$ cat config.mk
export PLATFORM = sky130hd
export DESIGN_NAME = demux_i32_o320
export DESIGN_NICKNAME = d
export VERILOG_FILES = /design/src/rtl/demux_i32_o320_pkg.sv /design/src/rtl/demux_i32_o320.sv
export SDC_FILE = /design/constraint.sdc
export NUM_CORES = 1
export LEC_CHECK = 0
export ABC_AREA = 1
export BUFFER_PORTS_ARGS = -buffer_cell sky130_fd_sc_hd__buf_4
export CAP_MARGIN = 10
export CORE_MARGIN = 10
export CORE_UTILIZATION = 45
export DETAILED_ROUTE_END_ITERATION = 6
export PLACE_DENSITY = 0.65
export REMOVE_ABC_BUFFERS = 1
export SYNTH_ARGS = -nofsm -noshare
export SYNTH_HDL_FRONTEND = slang
export SYNTH_SLANG_ARGS = --single-unit
$ cat constraint.sdc
create_clock -name CLK -period 6.3 [get_ports CLK]
set_input_delay 0.945 -clock CLK [delete_from_list [all_inputs] [get_ports CLK]]
set_output_delay 0.945 -clock CLK [all_outputs]
set_load 0.005 [all_outputs]
$ cat src/rtl/demux_i32_o320_pkg.sv
// demux_i32_o320_pkg: framing constants shared by the 320->32 serializer and the 32->320 demux
// Holds the default word width and frame length, the frame counter width, and the
// state encodings of both ends of the FIFO link so they agree on framing.
package demux_i32_o320_pkg;
    localparam int BATCHSIZE   = 32;
    localparam int BATCHNUM    = 10;
    localparam int FRAME_CNT_W = 16;
    typedef enum logic {FILL = 1'b0, PRESENT = 1'b1} demux_state_e;
    typedef enum logic [1:0] {IDLE = 2'd0, LOAD = 2'd1, MUX = 2'd2} ser_state_e;
endpackage

$ cat src/rtl/demux_i32_o320.sv
// demux_i32_o320: reassembles batchnum-word frames popped from a standard (non-FWFT) FIFO
// Ports:
//   CLK, RST_N            clock, asynchronous active-low reset
//   FIFO_DOUT, FIFO_EMPTY FIFO read data (valid the cycle after FIFO_RD) and empty flag
//   FIFO_RD               combinational FIFO read enable
//   DATAOUT, DATA_READY   registered frame (word 0 in the low slice) and its valid level
//   DATA_ACK              consumer has taken the frame
//   FRAME_CNT             frames delivered since reset, wrapping
module demux_i32_o320
    import demux_i32_o320_pkg::*;
#(
    parameter int batchsize = BATCHSIZE,
    parameter int batchnum  = BATCHNUM,
    parameter int CNTW      = 4
) (
    input  logic                          CLK,
    input  logic                          RST_N,
    input  logic [batchsize-1:0]          FIFO_DOUT,
    input  logic                          FIFO_EMPTY,
    output logic                          FIFO_RD,
    output logic [batchnum*batchsize-1:0] DATAOUT,
    output logic                          DATA_READY,
    input  logic                          DATA_ACK,
    output logic [FRAME_CNT_W-1:0]        FRAME_CNT
);
    demux_state_e state;
    logic [CNTW-1:0] rd_cnt;
    logic [CNTW-1:0] wr_cnt;
    logic rd_pending;
    // The top slice never lives here: the final word goes straight into DATAOUT.
    logic [(batchnum-1)*batchsize-1:0] buffer;
    logic last_word;

    assign FIFO_RD   = (state == FILL) && !FIFO_EMPTY && (rd_cnt < CNTW'(batchnum));
    assign last_word = rd_pending && (wr_cnt == CNTW'(batchnum - 1));

    always_ff @(posedge CLK or negedge RST_N) begin
        if (!RST_N) begin
            state      <= FILL;
            rd_cnt     <= '0;
            wr_cnt     <= '0;
            rd_pending <= 1'b0;
            buffer     <= '0;
            DATAOUT    <= '0;
            DATA_READY <= 1'b0;
            FRAME_CNT  <= '0;
        end else begin
            rd_pending <= FIFO_RD;
            if (FIFO_RD)
                rd_cnt <= rd_cnt + 1'b1;
            if (last_word) begin
                DATAOUT    <= {FIFO_DOUT, buffer};
                DATA_READY <= 1'b1;
                FRAME_CNT  <= FRAME_CNT + 1'b1;
                rd_cnt     <= '0;
                wr_cnt     <= '0;
                state      <= PRESENT;
            end else if (rd_pending) begin
                buffer[wr_cnt*batchsize +: batchsize] <= FIFO_DOUT;
                wr_cnt <= wr_cnt + 1'b1;
            end
            if (state == PRESENT && DATA_ACK) begin
                DATA_READY <= 1'b0;
                state      <= FILL;
            end
        end
    end
endmodule

-- After elaboration in Yosys (flattened, before gate mapping)
Cells that the tools add are included.
- reductions and logical operators: 9
- $add $sub $neg: 4
- multiplexer cells: 7
- eq/ne operators: 1
- magnitude comparators: 1
- shift operators: 2
- bitwise gates (word level): 2
- operators by type and width (cell ; count):
    $bwmux 288 ; 1
    $shift 32x34->288 const A ; 1
    $shiftx 32x34->288 ; 1
    $neg 9->34 ; 1
    $add 16x1->16 const B ; 1
    $mux 4 ; 4
    $add 4x1->4 const B ; 2
    $reduce_bool 2->1 ; 3
    $eq 4x4->1 const B ; 1
    $logic_and 1x1->1 ; 4
    $lt 4x4->1 const B ; 1
    $mux 1 ; 2
    $not 1->1 ; 2
    $reduce_and 2->1 ; 1
    $logic_not 1->1 ; 1
- output and inout port bits: 338
- register bits: 634
- bits of input ports: 36
- logic and storage cells: 33

-- Logic depth before layout (Yosys ltp)
Gate-level depths: netlist of run 1.
- word-level depth: 5
- gate-level depth with buffers: 15
- gate-level depth less buffers: 11

-- Worst setup path after synthesis of run 1
Ideal clock, no wire load.
- path type: reg2reg
- start point: register wr_cnt[0]
- end point: register buffer[159]
- data arrival time: 2.224 ns
- path slack: 4.010 ns
- cell stages (with the launch flop): 16
- path buffers: 5
- clock period less this slack: 2.290 ns
- setup time: 0.066 ns
- required time: 6.234 ns
- cell sequence: dfrtp_1 buf_2 inv_2 buf_2 buf_2 ha_1 inv_1 nand2_1 nand2_2 inv_4 nand2_2 nor2_4 buf_4 buf_4 nand3_1 nand2_1
- longest elaborated chain between the ends: 4
- elaborated cells between the ends (all ways): 8
- those cells by class: add/sub (1); eq/ne (1); shift (2); mux (1); bitwise (1); reduce/logical (2)
- ends and longest elaborated chain (element ; RTL line ; source):
    start: declaration ; demux_i32_o320.sv:28 ; logic [CNTW-1:0] wr_cnt;
    start signal: assignment ; demux_i32_o320.sv:60 ; wr_cnt <= wr_cnt + 1'b1;
    parallel branches: the longest is 4 deep, another holds $neg 9->34 ; -- ;
    end signal: assignment ; demux_i32_o320.sv:43 ; buffer <= '0;
    end signal: indexed assignment ; demux_i32_o320.sv:59 ; buffer[wr_cnt*batchsize +: batchsize] <= FIFO_DOUT;
    end: declaration ; demux_i32_o320.sv:31 ; logic [(batchnum-1)*batchsize-1:0] buffer;
Parallel ways; which one is timed is not known.
A chain may end at the register's enable or synchronous reset.

-- Worst setup path in the final report of run 1
- start point: register wr_cnt[0]
- end point: register buffer[192]
The elaborated chain is that of the path after synthesis.

==> results of run 1 <==
## cells in the mapped netlist (all sizes together)
cell	instances	area (um^2)
o22ai	1	6.26
nand3	207	1070
xor2	8	70.1
nand4	4	52.6
ha	6	75.1
buf	145	749
a21oi	4	20.0
inv	88	333
xnor2	5	43.8
clkbuf	42	158
o21ai	167	836
or2	1	6.26
a41oi	1	8.76
mux2i	1	10.0
nand2	1541	5800
nand3b	2	15.0
nor2	123	489
nor3	67	347
dfrtp	634	15900
## path summary, 6_finish.rpt
check                               end  slack [ps]  cells after the start
max in group asynchronous   DATAOUT[98]        4480                      2
max reg2reg                 buffer[192]        2080                      7
min in group CLK           DATAOUT[158]         470                      2
max                         buffer[192]        2080                      7
min                        DATAOUT[150]         360                      1
min reg2reg                DATAOUT[158]         470                      2
## per-layer routing
| metal | GRT usage | part of all wire | up-vias | routed length, um |
|---|---|---|---|---|
| li1 | - | - | 10038 | - |
| met1 | 0.304 | 0.43 | 10342 | 33500 |
| met2 | 0.365 | 0.46 | 710 | 36400 |
| met3 | 0.0567 | 0.076 | 140 | 5970 |
| met4 | 0.0914 | 0.035 | 8 | 2740 |
| met5 | 0 | 0.00053 | - | 42 |
## cells by family (layout without fill, tap and decap cells)
kind of cell,count (synthesis),after routing,share of synthesized area
simple gates,1945,1945,0.300
xor+xnor,13,13,0.00439
flops,634,634,0.611
buf+inv,275,598,0.0478
mux,1,1,0.000386
fa+ha+maj,6,6,0.00289
other cells,0,2,0
compound gates,173,173,0.0335
## power breakdown
part | switching [mW] | internal, mW | total [mW]
Combinational | 3.66 | 2.29 | 5.95
Clock | 1.62 | 2.42 | 4.04
Sequential | 1.26 | 5.93 | 7.18
## metrics by stage
stage,total power [mW],hold WS (ps),area [um^2],std cells,setup TNS (ps)
after floorplan,9.94,442,25100,2860,-1908490
after global placement,13.0,450,29100,4006,0
after detailed placement,13.2,455,29100,4006,0
after CTS,17.3,383,31300,4126,0
after global routing,18.4,426,31300,4126,0
final,17.2,356,31300,4128,0
## layout make-up
class                   instances  area, um^2  area share
inverters                      88         343      0.0110
repair buffers                390        3000      0.0958
multi-input cells            2138        8900       0.284
well taps                     756         946      0.0302
clock buffers                 101        2020      0.0645
diodes                          2        5.00    0.000160
clock inverters                19         230     0.00735
flip-flops and latches        634       15900       0.507
## flip-flops by register name (all words and copies together) (netlist names)
name	cells
state	1
buffer	288
rd_cnt	4
rd_pending	1
wr_cnt	4
DATAOUT	320
FRAME_CNT	16
## cells in the final DEF, fill, tap and decap left out, drive strengths merged, types with 6 or more instances in the layout
cell / count
inv: 89
buf: 390
dfrtp: 634
nand2: 1541
xor2: 8
ha: 6
clkinv: 12
nand3: 207
nor3: 67
o21ai: 167
clkbuf: 101
nor2: 123
==> impl_metrics.py, run 1 <==
metrics = {
    "clock_network": {
        "cts-root-buf": "clkbuf_16",
        "numCtsBuffers": 70,
        "clk_path_buf_depth": 3,
        "post_cts_buffers": 0,
        "cts.sinks": 634,
        "worstSkewPairLatency_ps": 610,
        "h-tree-depth": 3,
        "clkTransAtPathRegs_ps": 60,
        "ctsResizeCount": 0,
        "cts_tree": "done",
        "holdBufCountCts": 0,
    },
    "floorplanning": {
        "fp.dieW_um": 260,
        "initial_core_util": 0.458,
        "rows": 87,
        "core_um2": 56700,
        "dieArea_um2": 67700,
        "chipHeight_um": 260,
        "io_pins": 374,
    },
    "status": {
        "status": "finished clean",
    },
    "setup_path": {
        "path_delay_family": "buffers and inverters",
        "cp.buffers_inverters": 3,
        "critPathLaunchType": "flop",
        "cp_cell_sequence": "inv_4 -> ha_2 -> inv_2 -> nor2_4 -> buf_4 -> nand3_1 -> nand2_1",
        "crit_path_end_kind": "flop",
        "worstSetupPathType": "flop to flop",
        "crit_start": "wr_cnt[0]",
        "r2r-start": "wr_cnt[0]",
        "cp.arrival_ps": 4760,
        "crit_required_ps": 6840,
        "slowest_stage": "ha_2",
        "max_stage_delay_ps": 1030,
        "critPathMaxFanout": 38,
    },
    "sta": {
        "rsz0062_at_grt": "false",
        "setup_ws_ps": 2080,
        "max_freq_ghz": 0.237,
        "relSlewSlack": 0.106,
        "hold_viol_final": 0,
        "setup_viol": 0,
        "skew_ps": 20.7,
        "drv_slew": 0,
        "fin_crit_sh": 0.670,
        "min_period_ps": 4220,
        "worst_slew_pin_slew_ps": 1340,
    },
    "global_route": {
        "grt_max_degree": 258,
        "antenna_found_initial": 6,
        "grt_use_total": 0.231,
        "grt_pass1_vias": 21424,
        "overflow": 0,
        "grt_pass1_wl_um": 124000,
    },
    "placed_design": {
        "io_buffer_count": 373,
        "dp.final_hpwl_um": 50000,
        "gp_congestion": 0.847,
        "dp_slack_ps": 2100,
    },
    "final_layout": {
        "syn2layout_area_growth_pct": 20.6,
        "post-route-util": 0.552,
        "drive_gt1_frac": 0.157,
        "fillers": 5152,
        "fin_nets": 3364,
    },
    "synthesis": {
        "synth.ff_latch_count": 634,
        "yosysSeqAreaShare": 0.611,
        "ys_warn_count": 0,
        "avgSynthCellArea_um2": 8.52,
        "yosysUniqueCellTypes": 32,
        "synthCells": 3047,
        "syn-cell-area_um2": 26000,
    },
    "route": {
        "wl_per_cell_um": 19.1,
        "drtPass1Iterations": 6,
        "vias": 21238,
        "wirelength_um": 78600,
        "drc": 0,
        "initialDrtViolationCount": 1737,
        "vias_per_cell": 5.14,
        "drtAntennaViolNets": 0,
    },
    "flow_run": {
        "max-cap-violations": 0,
    },
    "power_and_ir_drop": {
        "p_leak_nw": 16.4,
        "max-vdd-ir-drop_mv": 0.344,
        "power_density_nw_per_um2": 549,
    },
    "worst_hold_path": {
        "hold_path_class": "primary input to async pin",
    },
}
(Power assumes the default switching activity.)
==> run 2: changes to the inputs <==
--- a/config.mk
+++ b/config.mk
@@ -5,7 +5,7 @@
 export SDC_FILE = /design/constraint.sdc
 export NUM_CORES = 1
 export LEC_CHECK = 0
-export ABC_AREA = 1
+export ABC_AREA = 0
 export BUFFER_PORTS_ARGS = -buffer_cell sky130_fd_sc_hd__buf_4
 export CAP_MARGIN = 10
 export CORE_MARGIN = 10
==> constraint.sdc (replaced) <==
create_clock -name CLK -period 4.2 [get_ports CLK]
set_input_delay 0.63 -clock CLK [delete_from_list [all_inputs] [get_ports CLK]]
set_output_delay 0.63 -clock CLK [all_outputs]
set_load 0.005 [all_outputs]
==> run 2 against run 1 <==
  * Sequential cell count unchanged
  * Combinational power up 8.6%
  * Cell area down 3.2%
  * First-iteration DRC count down 32%
  * Global-route usage down 0.85 points
  * Critical path type unchanged
  * Fmax up 18%
  * Synthesized cell count down 19%
  * Sequential share of layout area up 1.7 points
  * Critical endpoint is now buffer[76]
  * Clock-buffer cell count down 2
  * Clock skew down 4.6 ps
  * Routed wire length down 7.3%
==> impl_metrics.py, run 2 <==
metrics = {
    "floorplanning": {
        "initial_core_util": 0.457,
        "dieArea_um2": 64700,
        "chipHeight_um": 254,
        "io_pins": 374,
        "core_um2": 54100,
        "rows": 85,
        "fp.dieW_um": 254,
    },
    "clock_network": {
        "cts.sinks": 634,
        "holdBufCountCts": 0,
        "ctsResizeCount": 0,
        "numCtsBuffers": 66,
        "worstSkewPairLatency_ps": 600,
        "cts-root-buf": "clkbuf_16",
        "cts_tree": "done",
        "post_cts_buffers": 0,
        "clkTransAtPathRegs_ps": 60,
        "clk_path_buf_depth": 3,
        "h-tree-depth": 3,
    },
    "global_route": {
        "antenna_found_initial": 0,
        "grt_busiest_layer": "met2",
        "overflow": 0,
        "grt_pass1_wl_um": 112000,
        "grtUsageMet3": 0.0377,
        "grt_pass1_vias": 18547,
        "grt_use_total": 0.223,
        "use_met2": 0.367,
        "grt_max_degree": 148,
        "use_met1": 0.296,
    },
    "setup_path": {
        "r2r-start": "wr_cnt[0]",
        "r2r_end": "buffer[76]",
        "crit_path_end_kind": "flop",
        "critPathLaunchType": "flop",
        "worstSetupPathType": "flop to flop",
        "crit_required_ps": 4670,
        "r2r_setup_slack_ps": 620,
        "cp.arrival_ps": 4050,
        "critPathMaxFanout": 30,
        "reg2reg_depth": 7,
    },
    "sta": {
        "min_period_ps": 3580,
        "drv_slew": 0,
        "worst_slew_pin_slew_ps": 1040,
        "setup_viol": 0,
        "max_freq_ghz": 0.279,
        "setup_tns_ps": 0,
        "skew_ps": 16.1,
        "hold_viol_final": 0,
        "rsz0062_at_grt": "false",
        "fin_crit_sh": 0.853,
        "relSlewSlack": 0.308,
        "setup_ws_ps": 618,
    },
    "synthesis": {
        "post-synth-top-area-fraction": 0.641,
        "yosysSeqAreaShare": 0.641,
        "yosysUniqueCellTypes": 49,
        "synthMuxAreaShare": 0.0536,
        "synth_most_common_cell": "nand2_1",
        "synthTopCellsByArea": "dfrtp_1 64%, nand2_1 19%, mux2_2 4.8%",
        "synthCells": 2480,
        "synthAdderAreaFrac": 0.00304,
        "ys_warn_count": 0,
        "ys.flop_type": "dfrtp_1",
        "synth.ff_latch_count": 634,
        "synth-async-reset-ratio": 1.00,
        "synth-compound-area-share": 0.0522,
        "synthSimpleGateAreaFrac": 0.211,
        "yosysTopAreaCell": "dfrtp_1",
        "syn-cell-area_um2": 24700,
        "synth-xor-area-share": 0.00703,
        "synth_top_family_by_area": "simple AND/OR/NAND/NOR gates",
        "synth_common_cells": "1227 x nand2_1, 634 x dfrtp_1, 146 x o21ai_0",
        "synth_edf_count": 0,
        "avgSynthCellArea_um2": 9.97,
    },
    "route": {
        "wirelength_um": 72900,
        "drtAntennaViolNets": 0,
        "initialDrtViolationCount": 1176,
        "drc": 0,
        "vias_per_cell": 5.16,
        "vias": 18226,
        "drtPass1Iterations": 5,
        "wl_per_cell_um": 20.6,
    },
    "worst_hold_path": {
        "hold_path_class": "primary input to async pin",
    },
    "power_and_ir_drop": {
        "power.total_mw": 22.2,
        "p_leak_nw": 16.0,
        "power_density_nw_per_um2": 733,
        "max-vdd-ir-drop_mv": 0.361,
    },
    "flow_run": {
        "max-cap-violations": 0,
    },
    "final_layout": {
        "final_common_cell": "nand2_1",
        "largest_register": "DATAOUT",
        "largest_reg_flops": 320,
        "drive_gt1_frac": 0.222,
        "fin_nets": 2831,
        "final_cell_mix": "1227 x nand2_1, 634 x dfrtp_1, 388 x buf_4, 146 x o21ai_0, 105 x mux2_2",
        "syn2layout_area_growth_pct": 22.5,
        "fillers": 4686,
        "reg_top3": "DATAOUT: 320 flops, buffer: 288 flops, FRAME_CNT: 16 flops",
    },
    "placed_design": {
        "io_buffer_count": 373,
        "dp.final_hpwl_um": 47200,
        "gp_congestion": 0.809,
        "dp_slack_ps": 680,
    },
    "status": {
        "status": "finished clean",
    },
}
==> run 2: cell count changes after synthesis, moves of 63 or more <==
cell and delta:
buf_2 -72, inv_1 -74, mux2_2 +105, nand2_1 -307, nand3_1 -177, nor2_1 -106, nor3_1 -63, o21ai_0 +65
o21ai_1 -86
==> run 2: worst max-delay path by stage <==
stage / endpoint / from / slack, ps
final: buffer[76] / wr_cnt[0] / 620
after global routing: buffer[92] / wr_cnt[0] / 500
after CTS: buffer[76] / wr_cnt[0] / 700
after detailed placement: buffer[78] / wr_cnt[0] / 680
after global placement: buffer[85] / wr_cnt[0] / 760
after floorplan: FRAME_CNT[7] / wr_cnt[0] / -6040
==> run 2: stage by stage <==
stage	hold WS (ps)	area, um^2	utilization	cells
global placement	442	28200	0.521	3417
global route	127	30300	0.560	3532
finish	74.3	30300	0.560	3533
floorplan	334	24000	-	2317
CTS	92.9	30300	0.560	3532
detailed placement	450	28200	0.521	3417
==> run 2: routing by layer <==
metal | part of all wire | wire length, um
met1 | 0.43 | 31300
met5 | 0 | 0
met3 | 0.056 | 4120
met4 | 0.025 | 1840
met2 | 0.49 | 35700
==> run 2: kinds of logic after synthesis <==
| family | Yosys count |
|---|---|
| buffers and inverters | 168 |
| AO/OA/AOI/OAI | 206 |
| multiplexers | 117 |
| XOR/XNOR | 19 |
| flip-flops | 634 |
| AND/OR/NAND/NOR | 1330 |
| adder cells (fa/ha/maj) | 6 |
==> run 2: where the power goes <==
| part | internal (mW) | total [mW] | switching (mW) |
|---|---|---|---|
| registers | 8.38 | 9.96 | 1.58 |
| logic | 2.94 | 6.46 | 3.52 |
| clock network | 3.38 | 5.79 | 2.41 |
| total | 14.7 | 22.2 | 7.51 |
==> run 2: final cells by class <==
type                    count  area, um^2  area share
flip-flops and latches    634       15900       0.523
multi-input cells        1678        8190       0.270
repair buffers            404        3230       0.107
clock buffers              99        1940      0.0639
well taps                 696         871      0.0287
clock inverters            16         193     0.00636
inverters                   5        18.8    0.000619
diodes                      1        2.50   0.0000826
==> run 2: critical path, stage by stage (launching register included) <==
cell and delay, ps:
dfrtp_1 630, inv_1 150, ha_1 390, nand2b_4 220
a2111o_1 770, nor2_4 630, buf_12 280, mux2_2 360
==> run 3: changes to the inputs <==
==> constraint.sdc (replaced) <==
create_clock -name CLK -period 4.2 [get_ports CLK]
set_input_delay 0.42 -clock CLK [delete_from_list [all_inputs] [get_ports CLK]]
set_output_delay 0.42 -clock CLK [all_outputs]
set_load 0.005 [all_outputs]
==> run 3 against run 2 <==
  * Utilization up 0.29 points
  * Fmax increased by 6.8%
  * Die area unchanged
  * Critical path depth did not move
  * Register-to-register slack improved by 230 ps
  * Clock skew up 12 ps
  * Clock-buffer cell count stayed put
  * Sequential cell count stayed put
  * Non-clock buffer count fell by 1
  * Largest cell class unchanged
==> impl_metrics.py, run 3 (synthesis gave the netlist of run 2 again) <==
metrics = {
    "sta": {
        "min_period_ps": 3350,
        "hold_viol_final": 0,
        "setup_viol": 0,
        "drv_slew": 0,
        "max_freq_ghz": 0.298,
        "skew_ps": 27.8,
        "worst_slew_pin_slew_ps": 1080,
        "rsz0062_at_grt": "false",
        "relSlewSlack": 0.283,
        "fin_crit_sh": 0.799,
    },
    "power_and_ir_drop": {
        "max-vdd-ir-drop_mv": 0.403,
        "p_leak_nw": 16.1,
        "power_density_nw_per_um2": 738,
        "power.total_mw": 22.5,
    },
    "floorplanning": {
        "initial_core_util": 0.457,
        "io_pins": 374,
        "chipHeight_um": 254,
        "fp.dieW_um": 254,
        "dieArea_um2": 64700,
        "rows": 85,
        "core_um2": 54100,
    },
    "clock_network": {
        "holdBufCountCts": 2,
        "post_cts_buffers": 0,
        "numCtsBuffers": 67,
        "cts-root-buf": "clkbuf_16",
        "worstSkewPairLatency_ps": 610,
        "clkTransAtPathRegs_ps": 70,
        "cts.sinks": 634,
        "h-tree-depth": 3,
        "ctsResizeCount": 0,
        "cts_tree": "done",
        "clk_path_buf_depth": 3,
    },
    "final_layout": {
        "drive_gt1_frac": 0.226,
        "largest_reg_flops": 320,
        "reg_top3": "DATAOUT: 320 flops, buffer: 288 flops, FRAME_CNT: 16 flops",
        "final_area_um2": 30500,
        "syn2layout_area_growth_pct": 23.2,
        "final_common_cell": "nand2_1",
        "final_cell_mix": "1227 x nand2_1, 634 x dfrtp_1, 386 x buf_4, 146 x o21ai_0, 105 x mux2_2",
        "largest_register": "DATAOUT",
        "fin_nets": 2831,
    },
    "setup_path": {
        "slowest_stage": "dfrtp_1",
        "cp_common_cell": "buf_4",
        "crit_path_end_kind": "flop",
        "critPathLaunchType": "flop",
        "cp_cell_sequence": "nor3_1 -> ha_1 -> o211ai_2 -> buf_4 -> nand2b_2 -> buf_4 -> mux2_2",
        "worstSetupPathType": "flop to flop",
        "path_delay_family": "simple AND/OR/NAND/NOR gates",
        "r2r_setup_slack_ps": 850,
        "cp.arrival_ps": 3840,
        "crit_required_ps": 4690,
        "cp.buffers_inverters": 2,
        "max_stage_delay_ps": 580,
        "critPathMaxFanout": 30,
    },
    "placed_design": {
        "dp.final_hpwl_um": 46700,
        "io_buffer_count": 373,
        "gp_congestion": 0.813,
        "dpl_cell_area_um2": 28100,
    },
    "global_route": {
        "grt_pass1_wl_um": 111000,
        "antenna_found_initial": 2,
        "grt_pass1_vias": 18349,
        "grt_use_total": 0.222,
        "overflow": 0,
        "grt_max_degree": 181,
    },
    "route": {
        "wirelength_um": 72100,
        "initialDrtViolationCount": 1311,
        "wl_per_cell_um": 20.3,
        "vias_per_cell": 5.08,
        "drc": 0,
        "drtAntennaViolNets": 0,
        "vias": 18002,
        "drtPass1Iterations": 6,
    },
    "flow_run": {
        "max-cap-violations": 0,
    },
    "status": {
        "status": "finished clean",
    },
    "worst_hold_path": {
        "hold_path_class": "primary input to flop",
    },
}
## run 3: power by group
group,switching [mW],internal [mW]
Combinational,3.50,2.94
Clock,2.46,3.66
Sequential,1.56,8.38
## run 3: final cells by class
cell class              instances  area (um^2)
flip-flops and latches        634        15900
clock inverters                25          284
clock buffers                  99         2020
diodes                          1         2.50
inverters                       5         18.8
repair buffers                403         3210
well taps                     696          871
multi-input cells            1678         8190
fillers                      4628        23700
## run 3: stage by stage
stage / TNS, ps / hold slack (ps) / utilization / std cells / setup WS, ps
6_report: 0 / 102 / 0.563 / 3541 / 845
3_5_place_dp: 0 / 448 / 0.520 / 3414 / 862
3_3_place_gp: 0 / 441 / 0.520 / 3414 / 967
4_1_cts: 0 / 67.5 / 0.563 / 3540 / 850
2_1_floorplan: -1525770 / 124 / - / 2317 / -6040
5_1_grt: 0 / 97.6 / 0.563 / 3540 / 699
## run 3: worst paths after layout
kind                                from      endpoint  cells past startpoint
setup / recovery               wr_cnt[2]   buffer[284]                      7
hold / removal             FIFO_DOUT[19]  DATAOUT[307]                      3
setup reg to reg               wr_cnt[2]   buffer[284]                      7
hold reg to reg              buffer[140]  DATAOUT[140]                      2
max in group asynchronous          RST_N  DATAOUT[270]                      3
min in group asynchronous          RST_N  DATAOUT[137]                      2
## run 3: layer usage
layer  global-route usage  vias to the layer above  wire length (um)
met1                0.294                     8957             30800
li1                     -                     8498                 -
met5                    0                        -                 0
met4               0.0694                        0              1540
met2                0.364                      469             35500
met3               0.0404                       78              4220
## run 3: worst reg2reg max path, cell delays in order, from the launching register on
cell	delay, ps
dfrtp_1	580
nor3_1	420
ha_1	510
o211ai_2	150
buf_4	300
nand2b_2	420
buf_4	450
mux2_2	410
